===== config.mk =====
export PLATFORM = sky130hd
export DESIGN_NAME = nibble_add_sequencer
export DESIGN_NICKNAME = d
export VERILOG_FILES = /design/src/rtl/nibble_add_sequencer.sv
export SDC_FILE = /design/constraint.sdc
export NUM_CORES = 1
export LEC_CHECK = 0
export CAP_MARGIN = 10
export CORE_ASPECT_RATIO = 0.75
export CORE_MARGIN = 5
export CORE_UTILIZATION = 59
export CTS_BUF_LIST = sky130_fd_sc_hd__clkbuf_2
export DETAILED_ROUTE_END_ITERATION = 6
export DONT_BUFFER_PORTS = 1
export PLACE_DENSITY = 0.78
export SYNTH_ARGS = -nofsm -noshare
export SYNTH_HDL_FRONTEND = slang
export SYNTH_SLANG_ARGS = --single-unit

===== constraint.sdc =====
create_clock -name clk -period 1.8 [get_ports clk]
set_clock_uncertainty 0.1 [all_clocks]
set_input_delay 0.36 -clock clk [delete_from_list [all_inputs] [get_ports clk]]
set_output_delay 0.36 -clock clk [all_outputs]
set_load 0.02 [all_outputs]

===== src/rtl/nibble_add_sequencer.sv =====
// nibble_add_sequencer: sequences an external 4-bit ripple-carry adder slice to
// perform a WIDTH-bit add or subtract, one nibble per clock, LSB nibble first.
// The block owns the operand, carry-in and carry-chain registers; the adder
// itself sits outside and is reached through the add_* ports.
// Optional feature: define NIBBLE_ADD_SEQ_ACCUM_EN to add the 'acc' input,
// which selects the current result register as operand A (chained accumulate).
module nibble_add_sequencer #(
    parameter int WIDTH = 16
) (
    input  logic             clk,
    input  logic             rst_n,
    input  logic             start,
    input  logic             sub,
    input  logic [WIDTH-1:0] op_a,
    input  logic [WIDTH-1:0] op_b,
`ifdef NIBBLE_ADD_SEQ_ACCUM_EN
    input  logic             acc,
`endif
    output logic             busy,
    output logic             done,
    output logic [WIDTH-1:0] result,
    output logic             carry_out,
    output logic             overflow,
    output logic [3:0]       add_a,
    output logic [3:0]       add_b,
    output logic             add_cin,
    input  logic [3:0]       add_sum,
    input  logic             add_cout
);

    localparam int NIB   = WIDTH / 4;
    localparam int IDX_W = (NIB > 1) ? $clog2(NIB) : 1;
    localparam logic [IDX_W-1:0] IDX_LAST = IDX_W'(NIB - 1);

    typedef enum logic [1:0] {
        IDLE = 2'd0,
        RUN  = 2'd1,
        DONE = 2'd2
    } state_t;

    state_t             state_q, state_d;
    logic [IDX_W-1:0]   idx_q, idx_d;
    logic [WIDTH-1:0]   opa_q, opa_d;
    logic [WIDTH-1:0]   opb_q, opb_d;
    logic               carry_q, carry_d;
    logic [WIDTH-1:0]   result_q, result_d;
    logic               carry_out_q, carry_out_d;
    logic               overflow_q, overflow_d;

    logic               accept;
    logic               last_step;
    logic [WIDTH-1:0]   opa_src;
    logic               clear_result;

    assign accept    = (state_q == IDLE) && start;
    assign last_step = (state_q == RUN) && (idx_q == IDX_LAST);

    // Operand A source and whether acceptance clears the result register
`ifdef NIBBLE_ADD_SEQ_ACCUM_EN
    assign opa_src      = acc ? result_q : op_a;
    assign clear_result = ~acc;
`else
    assign opa_src      = op_a;
    assign clear_result = 1'b1;
`endif

    // State register
    always_ff @(posedge clk or negedge rst_n) begin
        if (!rst_n) begin
            state_q <= IDLE;
        end else begin
            state_q <= state_d;
        end
    end

    // Next-state logic: IDLE -> RUN on start, RUN for NIB steps, DONE for one cycle
    always_comb begin
        state_d = state_q;
        unique case (state_q)
            IDLE:    if (start) state_d = RUN;
            RUN:     if (idx_q == IDX_LAST) state_d = DONE;
            DONE:    state_d = IDLE;
            default: state_d = IDLE;
        endcase
    end

    // Outputs: handshake from state, adder driven only while running
    always_comb begin
        busy    = 1'b0;
        done    = 1'b0;
        add_a   = '0;
        add_b   = '0;
        add_cin = 1'b0;
        unique case (state_q)
            RUN: begin
                busy    = 1'b1;
                add_a   = opa_q[4*idx_q +: 4];
                add_b   = opb_q[4*idx_q +: 4];
                add_cin = carry_q;
            end
            DONE:    done = 1'b1;
            default: ;
        endcase
    end

    assign result    = result_q;
    assign carry_out = carry_out_q;
    assign overflow  = overflow_q;

    // Datapath next values: operand capture on accept, nibble write-back in RUN
    always_comb begin
        idx_d       = idx_q;
        opa_d       = opa_q;
        opb_d       = opb_q;
        carry_d     = carry_q;
        result_d    = result_q;
        carry_out_d = carry_out_q;
        overflow_d  = overflow_q;

        if (accept) begin
            // Subtraction is A + ~B + 1: invert B here and seed the carry with 1
            opa_d       = opa_src;
            opb_d       = sub ? ~op_b : op_b;
            carry_d     = sub;
            idx_d       = '0;
            carry_out_d = 1'b0;
            overflow_d  = 1'b0;
            if (clear_result) begin
                result_d = '0;
            end
        end else if (state_q == RUN) begin
            result_d[4*idx_q +: 4] = add_sum;
            carry_d                = add_cout;
            if (last_step) begin
                // Index holds at the last nibble rather than wrapping
                carry_out_d = add_cout;
                overflow_d  = (opa_q[WIDTH-1] == opb_q[WIDTH-1]) &&
                              (add_sum[3] != opa_q[WIDTH-1]);
            end else begin
                idx_d = idx_q + 1'b1;
            end
        end
    end

    // Datapath registers
    always_ff @(posedge clk or negedge rst_n) begin
        if (!rst_n) begin
            idx_q       <= '0;
            opa_q       <= '0;
            opb_q       <= '0;
            carry_q     <= 1'b0;
            result_q    <= '0;
            carry_out_q <= 1'b0;
            overflow_q  <= 1'b0;
        end else begin
            idx_q       <= idx_d;
            opa_q       <= opa_d;
            opb_q       <= opb_d;
            carry_q     <= carry_d;
            result_q    <= result_d;
            carry_out_q <= carry_out_d;
            overflow_q  <= overflow_d;
        end
    end

endmodule


==> impl_metrics.py, run 1 <==
metrics = {
    "yosys": {
        "syn-num-nets": 254,
        "seq_total_area_yosys": 0.521,
        "yosys_warnings": 0,
        "syn_inst": 208,
        "postSynthRegisterBits": 55,
        "syn-mean-instance-area_um2": 12.7,
        "synth_cell_type_count": 33,
        "mappedNetlistArea_um2": 2640,
    },
    "timing": {
        "final.min_clock_period_ns": 2.21,
        "grt_setup_unrepaired": "true",
        "period_share": 1.23,
        "setup-tns-final_ns": -3.30,
        "finalMaxSlewViolations": 0,
        "achievable-frequency_ghz": 0.453,
        "tightest_slew_ns": 0.886,
        "final_critical_path_setup_slack_ns": -0.406,
        "finalSetupViolations": 14,
        "timing_hold_violations_final": 0,
        "max_slew_margin": 0.407,
    },
    "die": {
        "starting_density_of_the_core": 0.603,
        "die_area_um2": 5930,
        "std_cell_rows": 21,
        "fp.dieW_um": 87.3,
        "design.portCount": 70,
        "core_area_um2": 4390,
        "die_y_um": 68.0,
    },
    "routing": {
        "drc_errors": 0,
        "via_per_inst": 5.83,
        "detail_route.iter0.violations": 108,
        "top_layer_used": "met4",
        "detailroute.via_count": 1882,
        "detail_route.wl_per_cell_um": 20.4,
        "antenna_violating_nets_post_route": 0,
        "wl_met2_um": 3320,
        "drt-total-wl_um": 6580,
        "dr.pass1.iters": 4,
        "detailroute.wirelength.met3_um": 424,
        "met1_length_um": 2770,
    },
    "cells_and_area": {
        "drive_above_1_share": 0.308,
        "final_design_area_no_fill_um2": 3440,
        "area_taken_by_flip_flops_and_latches_um2": 1380,
        "multiInputGateArea_um2": 1280,
        "insertedDiodeCount": 0,
        "syn2layout_area_growth_pct": 30.0,
        "layout.filler_cells": 238,
        "finalNetCount": 311,
    },
    "power": {
        "clock_power_share": 0.079,
        "cellPowerDensity_nw_per_um2": 1690,
        "seq_power_share": 0.375,
        "vdd_ir_drop_max_mv": 0.829,
        "p_comb_frac": 0.546,
        "power.internal_mw": 3.45,
        "power.leakage_nw": 1.43,
        "p_sw_frac": 0.408,
        "power_switching_mw": 2.38,
    },
    "hold_path": {
        "hold_path.startpoint": "add_sum[3]",
        "hp-class": "in2reg",
        "whs_path_depth": 2,
        "whs_endpoint": "overflow",
    },
    "global_routing": {
        "grt_max_degree": 56,
        "grt.total_usage": 0.222,
        "antenna_found_initial": 0,
        "grt_pass1_wl_um": 9800,
        "global_route.overflow_total": 0,
        "number_of_global_route_vias_before_repair": 1922,
    },
    "setup_path": {
        "worstReg2RegStart": "idx_q[0]",
        "cp_data_required_time_ns": 1.34,
        "critPathCaptureType": "output port",
        "critical_path.reg2reg.endpoint": "result[14]",
        "worstPathArrival_ns": 1.75,
        "crit_path_start_kind": "register",
        "cp_max_fo": 5,
        "r2r_cells": 7,
        "critPathKind": "reg2out",
        "rrSetupSlack_ns": -0.02,
    },
    "cts": {
        "clock_tree_from_tritoncts": "yes",
        "root_buffer": "sky130_fd_sc_hd__clkbuf_2",
        "clk_transition_reported_paths_ns": 0.26,
        "htree_levels": 2,
        "tritoncts.num_buffers": 5,
        "clk_latency_ns": 0.45,
        "clock_sinks": 55,
        "cts.path.max_buffers": 2,
    },
    "status": {
        "run_status": "finished with violations",
        "failed_checks": "negative setup slack",
    },
    "placement": {
        "routabilityCongestion": 0.743,
        "portBuffers": 0,
        "detailed_place_hpwl_um": 4090,
        "place_area_um2": 2730,
    },
    "job": {
        "maxCapViolCount": 0,
    },
}
-- worst max-delay path: stages (launching register included) --
cell	delay, ns
sky130_fd_sc_hd__dfrtp_4	0.48
sky130_fd_sc_hd__buf_8	0.13
sky130_fd_sc_hd__mux4_2	0.51
sky130_fd_sc_hd__and2_4	0.18
-- flip-flops by register name (all words and copies together), names as in the netlist --
| signal | cells |
|---|---|
| opa_q | 16 |
| overflow | 1 |
| state_q | 2 |
| opb_q | 16 |
| result | 16 |
| idx_q | 2 |
| carry_q | 1 |
| carry_out | 1 |
-- metal layers --
metal / up-vias / global-route usage
met5: - / 0
met4: 0 / 0.0613
met3: 5 / 0.0602
met2: 63 / 0.381
met1: 961 / 0.281
li1: 853 / -
-- placed cells by master (no fill, tap or decap), types with 4 or more instances in the layout --
cell type and n:
sky130_fd_sc_hd__xnor2_1 17, sky130_fd_sc_hd__mux4_2 8, sky130_fd_sc_hd__dlygate4sd3_1 40, sky130_fd_sc_hd__a22o_1 13, sky130_fd_sc_hd__and2_4 9, sky130_fd_sc_hd__a32o_1 4
sky130_fd_sc_hd__nand2_1 5, sky130_fd_sc_hd__nor2_1 18, sky130_fd_sc_hd__a21oi_1 18, sky130_fd_sc_hd__buf_4 11, sky130_fd_sc_hd__mux2_2 15, sky130_fd_sc_hd__clkbuf_2 5
sky130_fd_sc_hd__dfrtp_1 52, sky130_fd_sc_hd__buf_6 7
-- layout make-up --
type / instances / share of cell area
clock inverter: 3 / 0.00437
inverter: 4 / 0.00801
sequential: 55 / 0.402
multi-input combinational: 137 / 0.373
timing repair inverter: 1 / 0.00218
timing repair buffer: 61 / 0.182
tap: 57 / 0.0207
clock buffer: 5 / 0.00728
-- synth_stat cells, drive strengths merged --
library cell  count  area [um2]
a32o              4        40.0
or2               1        6.26
xnor2            17         149
a22oi             1        7.51
nor4              2        42.5
a22o             13         114
nand3             1        5.00
inv               4        15.0
o21ai             3        15.0
ha                5        62.6
dfrtp            55        1380
nor2             19        71.3
nor3b             2        20.0
nor4b             2        38.8
and3b             1        8.76
a21oi            19        98.9
mux4              8         180
buf              11        77.6
nand2b            4        25.0
a21o              2        15.0
nand2             6        22.5
clkbuf            1        3.75
mux2             16         180
nor2b             1        6.26
and2              9        56.3
o22ai             1        6.26
-- timing repair --
item / in CTS / in global routing
pin swaps: 6 / 15
hold endpoints to repair: 104 / 1
gates cloned: 1 / 0
resized for setup: 37 / 16
hold buffers: 39 / 2
setup endpoints to repair: 30 / 33
setup buffers: 7 / 4
-- worst max-delay path by stage --
stage                         from          to  slack [ns]  cells after the start
after floorplan           idx_q[0]    add_b[0]        0.04                      3
after global placement    idx_q[0]  result[10]       -0.03                      5
after detailed placement  idx_q[0]   result[9]        -0.1                      5
after CTS                 idx_q[0]    add_b[1]       -0.44                      3
after global routing      idx_q[0]    add_a[2]       -0.48                      3
final                     idx_q[0]    add_a[2]       -0.41                      3
-- power by group through the flow --
stage / Sequential, mW / Clock (mW) / Combinational (mW)
2_1_floorplan: 2.08 / 0 / 1.93
3_3_place_gp: 2.22 / 0 / 2.14
3_5_place_dp: 2.28 / 0 / 2.24
4_1_cts: 2.17 / 0.462 / 2.90
5_1_grt: 2.24 / 0.513 / 3.40
6_report: 2.18 / 0.460 / 3.18
-- per-stage QoR --
| step | hold WS [ns] | util | setup slack (ns) | power, mW | instances |
|---|---|---|---|---|---|
| 2_1_floorplan | -0.0356 | - | 0.0400 | 4.01 | 208 |
| 3_3_place_gp | -0.0344 | 0.622 | -0.0263 | 4.35 | 263 |
| 3_5_place_dp | -0.0348 | 0.622 | -0.0967 | 4.52 | 263 |
| 4_1_cts | 0.0146 | 0.758 | -0.441 | 5.54 | 318 |
| 5_1_grt | 0.0459 | 0.783 | -0.482 | 6.15 | 323 |
| 6_report | 0.0786 | 0.783 | -0.406 | 5.83 | 323 |
-- cells by family after synthesis --
logic type | after synthesis | share of synthesized area
buffers and inverters | 16 | 0.0364
multiplexers | 24 | 0.136
XOR/XNOR | 17 | 0.0563
AND/OR/NAND/NOR | 48 | 0.115
adder cells (fa/ha/maj) | 5 | 0.0237
flip-flops | 55 | 0.521
AO/OA/AOI/OAI | 43 | 0.112
Note: power is estimated with default switching activity, not from simulation.
==> run 2, diff against run 1 <==
Settings changed: CELL_PAD_IN_SITES_DETAIL_PLACEMENT set to 0, CELL_PAD_IN_SITES_GLOBAL_PLACEMENT set to 1, CORE_UTILIZATION 59 to 45, CTS_BUF_LIST sky130_fd_sc_hd__clkbuf_2 to not set, CTS_CLUSTER_DIAMETER set to 40, PLACE_DENSITY 0.78 to not set, PLACE_DENSITY_LB_ADDON set to 0.1.
==> impl_metrics.py, run 2 (synthesis results as in run 1) <==
metrics = {
    "timing": {
        "fin_hold_ws_ns": 0.0775,
        "setup-tns-final_ns": -3.35,
        "finalSetupViolations": 23,
        "timing_hold_violations_final": 0,
        "final.min_clock_period_ns": 2.02,
        "tightest_slew_ns": 0.310,
        "final_critical_path_setup_slack_ns": -0.224,
        "finalMaxSlewViolations": 0,
        "achievable-frequency_ghz": 0.494,
        "grt_setup_unrepaired": "true",
        "max_slew_margin": 0.792,
        "period_share": 1.12,
    },
    "routing": {
        "via_per_inst": 5.51,
        "drc_errors": 0,
        "top_layer_used": "met4",
        "drt-total-wl_um": 6270,
        "detail_route.wl_per_cell_um": 20.2,
        "met1_length_um": 2920,
        "wl_met2_um": 2920,
        "detailroute.wirelength.met3_um": 356,
        "detailroute.via_count": 1713,
        "detail_route.iter0.violations": 74,
        "dr.pass1.iters": 4,
        "antenna_violating_nets_post_route": 0,
    },
    "global_routing": {
        "antenna_found_initial": 0,
        "grt.total_usage": 0.163,
        "grt_max_degree": 56,
        "grt_pass1_wl_um": 9680,
        "number_of_global_route_vias_before_repair": 1733,
        "global_route.overflow_total": 0,
    },
    "die": {
        "core_area_um2": 5770,
        "std_cell_rows": 24,
        "starting_density_of_the_core": 0.459,
        "design.portCount": 70,
        "fp.dieW_um": 98.5,
        "die_area_um2": 7520,
        "die_y_um": 76.4,
    },
    "cells_and_area": {
        "drive_above_1_share": 0.399,
        "final_design_area_no_fill_um2": 3240,
        "final-instance-count-excl-fill": 311,
        "insertedDiodeCount": 0,
        "most_frequent_cells_in_the_layout": "52 x sky130_fd_sc_hd__dfrtp_1, 18 x sky130_fd_sc_hd__nor2_1, 17 x sky130_fd_sc_hd__xnor2_1, 17 x sky130_fd_sc_hd__a21oi_1",
        "final_common_cell": "sky130_fd_sc_hd__dfrtp_1",
        "final_core_util": 0.561,
        "syn2layout_area_growth_pct": 22.4,
        "finalNetCount": 278,
    },
    "setup_path": {
        "critical_path.n_buffers_inverters": 1,
        "timing.critical_path.slowest_cell_delay_ns": 0.48,
        "critPathCaptureType": "output port",
        "critical_path.top_delay_family": "multiplexers",
        "rrSetupSlack_ns": -0.17,
        "worstPathArrival_ns": 1.56,
        "cp_data_required_time_ns": 1.34,
        "cpMaxStageDelayCell": "sky130_fd_sc_hd__mux4_2",
        "critPathKind": "reg2out",
        "crit_chain": "buf_6, mux4_2, and2_4",
        "cp_max_fo": 4,
        "crit_path_start_kind": "register",
    },
    "placement": {
        "routabilityCongestion": 0.735,
        "place_area_um2": 2780,
        "detailed_place_hpwl_um": 4140,
        "placed_cells_incl_taps": 285,
        "place_worst_setup_slack_ns": -0.0618,
        "portBuffers": 0,
    },
    "power": {
        "vdd_ir_drop_max_mv": 0.576,
        "cellPowerDensity_nw_per_um2": 1900,
        "totalPowerFinal_mw": 6.13,
        "power.leakage_nw": 1.33,
    },
    "cts": {
        "htree_levels": 2,
        "tritoncts.num_buffers": 5,
        "clock_sinks": 55,
        "clock_tree_from_tritoncts": "yes",
        "clk_transition_reported_paths_ns": 0.10,
        "cts.path.max_buffers": 2,
        "clk_latency_ns": 0.31,
        "root_buffer": "sky130_fd_sc_hd__clkbuf_8",
    },
    "status": {
        "run_status": "finished with violations",
        "failed_checks": "negative setup slack",
    },
    "hold_path": {
        "hp-class": "in2reg",
    },
    "job": {
        "maxCapViolCount": 0,
    },
}
==> run 2: changes by cell type in the layout (fill, tap and decap cells not counted), moves of 3 or more <==
cell,delta
sky130_fd_sc_hd__buf_4,+4
sky130_fd_sc_hd__clkbuf_2,-5
sky130_fd_sc_hd__dlygate4sd3_1,-39
sky130_fd_sc_hd__clkbuf_8,+5
sky130_fd_sc_hd__buf_12,+3
sky130_fd_sc_hd__ha_4,+3
==> run 2: final cells by class <==
class | count | area [um2]
fillers | 476 | 2530
flip-flops and latches | 55 | 1380
multi-input cells | 137 | 1330
repair buffers | 28 | 313
well taps | 78 | 97.6
clock buffers | 7 | 76.3
inverters | 4 | 25.0
repair inverters | 1 | 7.51
clock inverters | 1 | 5.00
==> run 2: report_power, final <==
group	internal, mW	total (mW)	switching (mW)
clock	0.275	0.668	0.393
sequential	1.74	2.19	0.445
combinational	1.74	3.28	1.54
total	3.76	6.13	2.38
==> run 2: layer usage <==
layer / GRT usage / vias up
met3: 0.0522 / 4
met1: 0.223 / 883
met5: 0 / -
met4: 0.0532 / 0
li1: - / 786
met2: 0.247 / 40
==> run 2: path summary, 6_finish.rpt <==
path	end	startpoint	cells after the start
min	result[13]	add_sum[1]	1
min reg2reg	opa_q[14]	opa_q[14]	1
max	add_a[3]	idx_q[0]	3
max reg2reg	result[2]	idx_q[0]	8
max in group asynchronous	idx_q[0]	rst_n	2
min in group asynchronous	result[15]	rst_n	2
==> run 2: timing repair <==
item	CTS	global route
hold buffers	2	0
gates resized for setup	38	22
pin swaps	16	15
buffers inserted	9	8
setup endpoints to repair	23	45
cloned	1	0
hold endpoints to repair	55	0
==> run 3, diff against run 2 <==
Settings changed: PLACE_DENSITY set to 0.72, PLACE_DENSITY_LB_ADDON 0.1 to not set.
==> impl_metrics.py, run 3 (synthesis results as in run 1) <==
metrics = {
    "setup_path": {
        "worstReg2RegStart": "idx_q[0]",
        "cp_data_required_time_ns": 1.34,
        "worstPathArrival_ns": 1.56,
        "crit_path_start_kind": "register",
        "critPathKind": "reg2out",
        "timing.critical_path.slowest_cell_delay_ns": 0.52,
        "critPathCaptureType": "output port",
        "r2r_cells": 6,
        "critical_path.reg2reg.endpoint": "result[12]",
        "rrSetupSlack_ns": 0.05,
        "cp_max_fo": 8,
        "cpMaxStageDelayCell": "sky130_fd_sc_hd__mux4_2",
        "crit_chain": "buf_12, mux4_2, and2_4",
    },
    "job": {
        "maxCapViolCount": 0,
    },
    "die": {
        "starting_density_of_the_core": 0.459,
        "std_cell_rows": 24,
        "fp.dieW_um": 98.5,
        "core_area_um2": 5770,
        "die_y_um": 76.4,
        "design.portCount": 70,
        "die_area_um2": 7520,
    },
    "routing": {
        "antenna_violating_nets_post_route": 0,
        "detail_route.wl_per_cell_um": 19.7,
        "dr.pass1.iters": 4,
        "detail_route.iter0.violations": 59,
        "drc_errors": 0,
        "detailroute.via_count": 1692,
        "drt-total-wl_um": 6040,
        "via_per_inst": 5.51,
    },
    "cells_and_area": {
        "area_taken_by_flip_flops_and_latches_um2": 1380,
        "syn2layout_area_growth_pct": 16.4,
        "final_core_util": 0.534,
        "final_common_cell": "sky130_fd_sc_hd__dfrtp_1",
        "insertedDiodeCount": 0,
        "multiInputGateArea_um2": 1240,
        "layout.filler_cells": 505,
        "final-instance-count-excl-fill": 307,
        "drive_above_1_share": 0.349,
        "most_frequent_cells_in_the_layout": "54 x sky130_fd_sc_hd__dfrtp_1, 19 x sky130_fd_sc_hd__nor2_1, 19 x sky130_fd_sc_hd__buf_4, 18 x sky130_fd_sc_hd__a21oi_1, 17 x sky130_fd_sc_hd__xnor2_1",
        "finalNetCount": 274,
        "final_design_area_no_fill_um2": 3080,
    },
    "cts": {
        "clock_sinks": 55,
        "htree_levels": 2,
        "root_buffer": "sky130_fd_sc_hd__clkbuf_8",
        "tritoncts.num_buffers": 5,
        "cts.path.max_buffers": 2,
        "clk_latency_ns": 0.32,
        "clk_transition_reported_paths_ns": 0.11,
        "clock_tree_from_tritoncts": "yes",
    },
    "timing": {
        "max_slew_margin": 0.764,
        "fin_hold_ws_ns": 0.0655,
        "finalMaxSlewViolations": 0,
        "timing_hold_violations_final": 0,
        "final.min_clock_period_ns": 2.02,
        "period_share": 1.12,
        "setup-tns-final_ns": -1.54,
        "grt_setup_unrepaired": "true",
        "finalSetupViolations": 8,
        "achievable-frequency_ghz": 0.495,
        "tightest_slew_ns": 0.351,
        "final_critical_path_setup_slack_ns": -0.219,
    },
    "global_routing": {
        "grt_max_degree": 56,
        "grt.total_usage": 0.167,
        "grt_pass1_wl_um": 9800,
        "global_route.overflow_total": 0,
        "antenna_found_initial": 0,
        "number_of_global_route_vias_before_repair": 1792,
    },
    "placement": {
        "detailed_place_hpwl_um": 4270,
        "place_worst_setup_slack_ns": 0.0350,
        "portBuffers": 0,
        "placed_cells_incl_taps": 291,
        "routabilityCongestion": 0.786,
        "place_area_um2": 2830,
    },
    "hold_path": {
        "whs_path_depth": 1,
        "hp-class": "in2reg",
        "whs_endpoint": "result[3]",
        "hold_path.startpoint": "add_sum[3]",
    },
    "status": {
        "run_status": "finished with violations",
        "failed_checks": "negative setup slack",
    },
    "power": {
        "totalPowerFinal_mw": 5.79,
        "power.leakage_nw": 1.28,
        "cellPowerDensity_nw_per_um2": 1880,
        "vdd_ir_drop_max_mv": 0.488,
    },
}
run 3: cell count changes in the layout (fill, tap and decap cells not counted), sizes merged:
cell / before / now
buf: 27 / 23
clkbuf: 7 / 5
clkinvlp: 1 / 2
inv: 4 / 5
run 3: per-layer routing:
| layer | vias up | share of wire | routed length (um) | track usage |
|---|---|---|---|---|
| li1 | 778 | - | - | - |
| met1 | 853 | 0.41 | 2510 | 0.206 |
| met2 | 55 | 0.51 | 3090 | 0.281 |
| met3 | 6 | 0.063 | 382 | 0.0576 |
| met4 | 0 | 0.010 | 63 | 0.0409 |
| met5 | - | 0 | 0 | 0 |
run 3: worst max-delay path, delay by kind of cell (launching register included):
kind	cells	cell delay, ns
and+or+nand+nor	1	0.18
muxes	1	0.52
buffers and inverters	1	0.15
DFF	1	0.40
run 3: power breakdown:
group	internal (mW)	total (mW)	switching, mW
Sequential	1.73	2.15	0.413
Clock	0.286	0.720	0.433
Combinational	1.51	2.92	1.41
Total	3.53	5.79	2.25
run 3: worst max-delay path by stage:
| stage | slack (ns) | start | end |
|---|---|---|---|
| after detailed placement | 0.03 | idx_q[0] | add_b[3] |
| after global placement | 0.07 | idx_q[0] | add_b[3] |
| after CTS | -0.23 | idx_q[0] | add_b[3] |
| after global routing | -0.27 | idx_q[0] | add_b[3] |
| final | -0.22 | idx_q[0] | add_b[3] |
| after floorplan | 0.04 | idx_q[0] | add_b[0] |
run 3: area by class of cell:
type / count / share of cell area
timing repair buffer: 24 / 0.0781
clock buffer: 5 / 0.0224
tap: 78 / 0.0317
clock inverter: 3 / 0.00895
timing repair inverter: 1 / 0.00244
sequential: 55 / 0.448
inverter: 4 / 0.00651
multi-input combinational: 137 / 0.402
run 3: timing repair:
item,in CTS,in global routing
buffers inserted,4,1
setup endpoints to repair,11,16
resized for setup,21,7
endpoints found under the hold margin,55,0
pin swaps,8,3
gates cloned,1,0
hold buffers,2,0
